==> src/rtl/motor_dense_seq_relu_in.sv <==
// motor_dense_seq_relu_in: one-MAC dense layer after ReLU; weights/biases from a sync ROM, Q7.11 wrapped outputs
module motor_dense_seq_relu_in #(
  parameter int N_IN  = 16,
  parameter int N_OUT = 8,
  parameter int ACC_W = 40,
  localparam int W_AW = $clog2(N_IN * N_OUT),
  localparam int B_AW = (N_OUT > 1) ? $clog2(N_OUT) : 1,
  localparam int IW   = $clog2(N_IN)
) (
  input  logic            ap_clk,
  input  logic            ap_rst_n,
  input  logic [16:0]     in_data,
  input  logic            in_valid,
  output logic            in_ready,
  output logic [W_AW-1:0] w_addr,
  output logic [B_AW-1:0] b_addr,
  output logic            rom_en,
  input  logic [17:0]     w_q,
  input  logic [17:0]     b_q,
  output logic [17:0]     out_data,
  output logic            out_valid,
  input  logic            out_ready,
  output logic            out_last
);
  typedef enum logic [1:0] {S_LOAD, S_MAC, S_FLUSH, S_OUT} state_t;
  state_t            state_q;
  logic [IW-1:0]     i_q, k_q;
  logic [B_AW-1:0]   neuron_q;
  logic [ACC_W-1:0]  acc_q, acc_d;
  logic              mac_v_q, first_q, in_ready_q, out_valid_q, out_last_q;
  logic [17:0]       out_data_q;
  logic [16:0]       buf_q [N_IN];
  logic signed [35:0] prod;
  logic              take, last_i;
  assign take      = in_valid && in_ready_q;
  assign last_i    = i_q == IW'(N_IN - 1);
  assign in_ready  = in_ready_q;
  assign out_valid = out_valid_q;
  assign out_data  = out_data_q;
  assign out_last  = out_last_q;
  assign rom_en    = state_q == S_MAC;
  assign w_addr    = rom_en ? W_AW'(neuron_q) * W_AW'(N_IN) + W_AW'(i_q) : '0;
  assign b_addr    = rom_en ? neuron_q : '0;
  // ROM data lags the address by one cycle; k_q/first_q track which sample it belongs to
  always_comb begin
    prod  = $signed({1'b0, buf_q[k_q]}) * $signed(w_q);
    acc_d = (first_q ? {{(ACC_W-18){b_q[17]}}, b_q} << 11 : acc_q) + {{(ACC_W-36){prod[35]}}, prod};
  end
  always_ff @(posedge ap_clk) begin
    if (take) buf_q[i_q] <= in_data;
  end
  always_ff @(posedge ap_clk or negedge ap_rst_n) begin
    if (!ap_rst_n) begin
      state_q     <= S_LOAD;
      i_q         <= '0;
      k_q         <= '0;
      neuron_q    <= '0;
      acc_q       <= '0;
      mac_v_q     <= 1'b0;
      first_q     <= 1'b0;
      in_ready_q  <= 1'b0;
      out_valid_q <= 1'b0;
      out_last_q  <= 1'b0;
      out_data_q  <= '0;
    end else begin
      mac_v_q <= state_q == S_MAC;
      first_q <= state_q == S_MAC && i_q == '0;
      k_q     <= i_q;
      if (mac_v_q) acc_q <= acc_d;
      case (state_q)
        S_LOAD: begin
          in_ready_q <= !(take && last_i);
          if (take) begin
            i_q <= last_i ? '0 : i_q + 1'b1;
            if (last_i) begin
              state_q  <= S_MAC;
              neuron_q <= '0;
            end
          end
        end
        S_MAC: begin
          i_q <= last_i ? '0 : i_q + 1'b1;
          if (last_i) state_q <= S_FLUSH;
        end
        S_FLUSH: state_q <= S_OUT;
        default: begin
          if (!out_valid_q) begin
            out_valid_q <= 1'b1;
            out_data_q  <= acc_q[28:11];
            out_last_q  <= neuron_q == B_AW'(N_OUT - 1);
          end else if (out_ready) begin
            out_valid_q <= 1'b0;
            out_last_q  <= 1'b0;
            if (out_last_q) begin
              state_q    <= S_LOAD;
              in_ready_q <= 1'b1;
            end else begin
              neuron_q <= neuron_q + 1'b1;
              state_q  <= S_MAC;
            end
          end
        end
      endcase
    end
  end
endmodule

==> config.mk <==
export PLATFORM = sky130hd
export DESIGN_NAME = motor_dense_seq_relu_in
export DESIGN_NICKNAME = d
export VERILOG_FILES = /design/src/rtl/motor_dense_seq_relu_in.sv
export SDC_FILE = /design/constraint.sdc
export NUM_CORES = 1
export LEC_CHECK = 0
export CAP_MARGIN = 40
export CORE_ASPECT_RATIO = 0.7
export CORE_MARGIN = 2
export CORE_UTILIZATION = 45
export CTS_CLUSTER_SIZE = 28
export DETAILED_ROUTE_END_ITERATION = 8
export GPL_TIMING_DRIVEN = 0
export PLACE_DENSITY = 0.65
export SLEW_MARGIN = 20
export SYNTH_ARGS = -nofsm -noshare
export SYNTH_HDL_FRONTEND = slang
export SYNTH_SLANG_ARGS = --single-unit
==> constraint.sdc <==
create_clock -name ap_clk -period 11.85 [get_ports ap_clk]
set_input_delay 1.7775 -clock ap_clk [delete_from_list [all_inputs] [get_ports ap_clk]]
set_output_delay 1.7775 -clock ap_clk [all_outputs]
set_load 0.01 [all_outputs]
== Yosys cells after proc, flatten, opt, wreduce, memory -nomap -nowiden ==
Memories as Yosys holds them, arrays and structs flattened.
Index checks and enable logic that the tools add are counted.
Cells by class
  $add $sub $neg: 4
  multiply operators: 1
  equal/unequal tests: 9
  muxes and demuxes: 29
  bitwise operators: 3
  reduce and logical (&&, ||, !) cells: 20
Operators with widths (number)
  adder 40 bit: 1
  two-way mux 40 bit: 1
  multiplier 18 x 18 -> 36 bit: 1
  two-way mux 3 bit: 6
  two-way mux 1 bit: 10
  two-way mux 2 bit: 5
  two-way mux 4 bit: 2
  one-hot mux 4 bit (2 select lines): 1
  nonzero test 2 bit: 4
  nonzero test 4 bit: 2
  adder 7 x 4 -> 7 bit: 1
  two-way mux 7 bit: 1
  != test 2 bit (second input constant): 3
  one-hot mux 2 bit (3 select lines): 1
  one-hot mux 3 bit (2 select lines): 1
  AND reduction 2 bit: 3
  AND reduction 6 bit: 1
  AND reduction 5 bit: 1
  adder 4 x 1 -> 4 bit (second input constant): 1
  equality test 4 bit (second input constant): 1
  zero test 4 bit: 1
  != test 2 x 1 -> 1 bit (second input constant): 2
  AND reduction 4 bit: 1
  adder 3 x 1 -> 3 bit (second input constant): 1
  other kinds (10): 14
Word-level totals
  bits in registers: 76
  bits in writable memories: 272
  logic and storage cells: 78
  memories kept: 1
Memories
  buf_q: words 16, bits a word 17, read ports 1, clocked after memory_dff 0, write ports 1, RTL line 32  | logic [16:0] buf_q [N_IN];

== Depth between registers and ports, before layout ==
  depth in word-level cells: 5
  depth in mapped cells: 38
  gate-level depth less buffers: 33

== Worst setup path before layout ==
No wires, ideal clock.
  path type: register to register
  from: register k_q[0]
  to: register acc_q[25]
  data arrival time: 9.233 ns
  setup slack: 2.491 ns
  stages on the path, launching flop included: 38
  path buffers: 5
  clock period less this slack: 9.359 ns
  cell sequence: dfrtp_1 > buf_6 > buf_12 > clkbuf_1 > buf_2 > mux4_2 > mux4_2 > clkbuf_1 > and2_1 > fa_1 > inv_1 > fa_1 > inv_1 > ha_1 > ha_1 > ha_1 > inv_1 > fa_1 > [... 2 more ...] > fa_1 > a21o_1 > a21oi_1 > o21bai_1 > a211o_1 > a31oi_1 > o21bai_1 > a21oi_1 > xnor2_1 > ha_1 > a21o_1 > a21o_1 > a21oi_1 > o21ai_0 > a21o_1 > a221oi_1 > o21ai_0 > a221o_1
On the way
  word-level cells in the longest chain between the ends: 3
RTL lines
  from (decl): RTL line 27  | logic [IW-1:0] i_q, k_q;
  from (signal assigned): RTL line 68  | k_q <= i_q;
  memory (16 x 17 bit)
  multiplier 18 x 18 -> 36 bit: RTL line 46  | prod = $signed({1'b0, buf_q[k_q]}) * $signed(w_q);
  adder 40 bit: RTL line 47  | acc_d = (first_q ? {{(ACC_W-18){b_q[17]}}, b_q} << 11 : acc_q) + {{(ACC_W-36){prod[35]}}, prod};
  to (signal assigned): RTL line 58  | acc_q <= '0;
  to (signal assigned): RTL line 69  | if (mac_v_q) acc_q <= acc_d;
  to (decl): RTL line 29  | logic [ACC_W-1:0] acc_q, acc_d;
No other way between the ends.
A chain may end at the register's enable or synchronous reset.

== Final worst setup path ==
  from: register k_q[0]
  to: register acc_q[28]
The elaborated chain is that of the path after synthesis.

==> results_dict.tcl <==
set metrics [dict create \
    clock_latency_ps 550 \
    fp.coreArea_mm2 0.0526 \
    avgSynthCellArea_um2 12.5 \
    grt_max_degree 50 \
    cts_setup_buffers 0 \
    port_buffers 85 \
    worstSetupEndpointType "flip-flop" \
    grt_use_total 0.218 \
    slew_headroom 0.423 \
    wire_per_inst_um 20.6 \
    cts_max_path_buffers 3 \
    wl_um 57300 \
    htreeDepth 2 \
    rsz0062_at_grt "false" \
    synth_most_common_cell "inv_1" \
    yosys.area.top_type_share 0.339 \
    post-route-period-util 0.922 \
    overflow 0 \
    die_x_um 281 \
    final.min_clock_period_ps 10930 \
    async_reset_ff_frac 0.193 \
    post-route-util 0.519 \
    hp-class "reg2reg" \
    drv_slew 0 \
    cap_violations 0 \
    synth.distinct_cells 67 \
    yosys_most_used_dff "edfxtp_1" \
    max_slew.worst_pin.slew_ps 860 \
    postLayoutCellArea_mm2 0.0273 \
    synth_area_mm2 0.0241 \
    cts-resized-gates 0 \
    root_buffer "clkbuf_16" \
    ys_warn_count 0 \
    critPathKind "reg2reg" \
    synth_edf_count 272 \
    syn_to_final_growth_pct 13.2 \
    nFillCells 4512 \
    place.detailed.hpwl_um 43800 \
    cts_buffers 35 \
    cp_common_cell "ha_1" \
    fp-row-count 70 \
    cp-start-kind "flip-flop" \
    crit_fanout 10 \
    drc_errors 0 \
    fin_tns_setup_ps 0 \
    max_clock_freq_mhz 91.5 \
    first_global_vias 16100 \
    multi_input_area_mm2 0.0129 \
    hold_buffers 0 \
    synth_common_cells "inv_1 (309), edfxtp_1 (272), fa_1 (229), and2_1 (175), nand2_1 (166)" \
    cts_tree "yes" \
    cts_num_sinks 337 \
    grt_pass1_wl_um 91500 \
    synth_area_leaders "edfxtp_1 (34%), fa_1 (19%), mux4_2 (7.4%)" \
    initial_utilization 0.459 \
    grt_antenna_before_repair 0 \
    final.setup_skew_ps 13.0 \
    dr.pass1.iters 7 \
    first_iter_violations 1371 \
    clk_pin_slew_worst_paths_ps 60 \
    synth_cells 1933 \
    synth.yosys.seq_area_share 0.406 \
    diodes 0 \
    setup_violations 0 \
    whs_ps 385 \
    timing.final.hold_violations 0 \
    yosys.area.top_type "edfxtp_1" \
    ys_ff_latch 337 \
    regArea_mm2 0.00979 \
    viasPerCell 5.49 \
    vias 15300 \
    crit_arrival_ps 11370 \
    design.die.area_mm2 0.0555 \
    max_stage_delay_ps 640 \
    gp_congestion 0.920 \
    crit_required_ps 12290 \
    syn-num-nets 2352 \
    die_h_um 198 \
    status "complete, no violations" \
    ant_nets 0 \
    fin_nets 2490 \
    io_pins 89 \
    final_layout_size_suffix_gt1_frac 0.104 \
    placed_area_mm2 0.0261 \
    cp_slowest_cell "mux4_2" \
]
## through the flow
step                cells  setup WS [ps]
CTS                  2780            964
global placement     2702            969
global route         2781            290
detailed placement   2717            992
finish               2781            920
floorplan            1933           2490
## worst paths after layout
check / from / to / slack, ps / cells after the start
min in group asynchronous: ap_rst_n / state_q[0]$_DFFE_PN0P_ / 1100 / 1
min: i_q[3]$_DFFE_PN0P_ / k_q[3]$_DFF_PN0_ / 390 / 0
min reg2reg: i_q[3]$_DFFE_PN0P_ / k_q[3]$_DFF_PN0_ / 390 / 0
max: k_q[0]$_DFF_PN0_ / acc_q[28]$_DFFE_PN0P_ / 920 / 37
max in group asynchronous: ap_rst_n / acc_q[2]$_DFFE_PN0P_ / 10180 / 2
max reg2reg: k_q[0]$_DFF_PN0_ / acc_q[28]$_DFFE_PN0P_ / 920 / 37
## sequential cells by signal, summed over array words and instances (netlist names)
signal and flops:
mac_v_q 1, i_q 4, out_data 18, buf_q 272, in_ready 1, acc_q 29, k_q 4, state_q 2
out_last 1, first_q 1, out_valid 1, neuron_q 3
## critical path, delay by kind of cell, from the launching register on
family	cells	cell delay, ps
adders and majority gates	9	3440
AOI/OAI and AO/OA	11	2680
buffers and inverters	9	1880
muxes	2	1220
and+or+nand+nor	5	1100
DFF	1	340
xor gates and xnor gates	1	80
## routing by layer
metal  routed length [um]  GRT usage
met1                26400      0.328
met2                25400      0.333
met3                 4930     0.0457
met4                  518     0.0327
met5                    0          0
## placed cells by master (no fill, tap or decap), types with 16 or more instances in the layout
cell type / count
inv_1: 309
edfxtp_1: 272
fa_1: 229
and2_1: 173
nand2_1: 166
ha_1: 133
clkdlybuf4s50_1: 84
mux4_2: 79
clkbuf_1: 71
dfrtp_1: 65
a21oi_1: 54
nor2_1: 45
mux2_2: 44
xnor2_1: 36
clkbuf_16: 36
o21ai_0: 30
nor2b_1: 17
a21o_1: 16
## final cells by class
cell class	count	area share
tap	684	0.0314
multi-input combinational	1211	0.473
timing repair buffer	101	0.0405
buffer	76	0.0121
inverter	309	0.0425
clock inverter	12	0.00582
sequential	337	0.359
clock buffer	51	0.0358
## cell families after synthesis
| family | count (synthesis) | synth area share |
|---|---|---|
| simple gates | 477 | 0.101 |
| compound gates | 195 | 0.0523 |
| mux | 132 | 0.101 |
| buf+inv | 385 | 0.0618 |
| fa+ha+maj | 362 | 0.259 |
| xor+xnor | 45 | 0.0181 |
| flops | 337 | 0.406 |
Power is not shown: default switching activity piles up to over one toggle a cycle in this logic, so the estimate is an artifact.
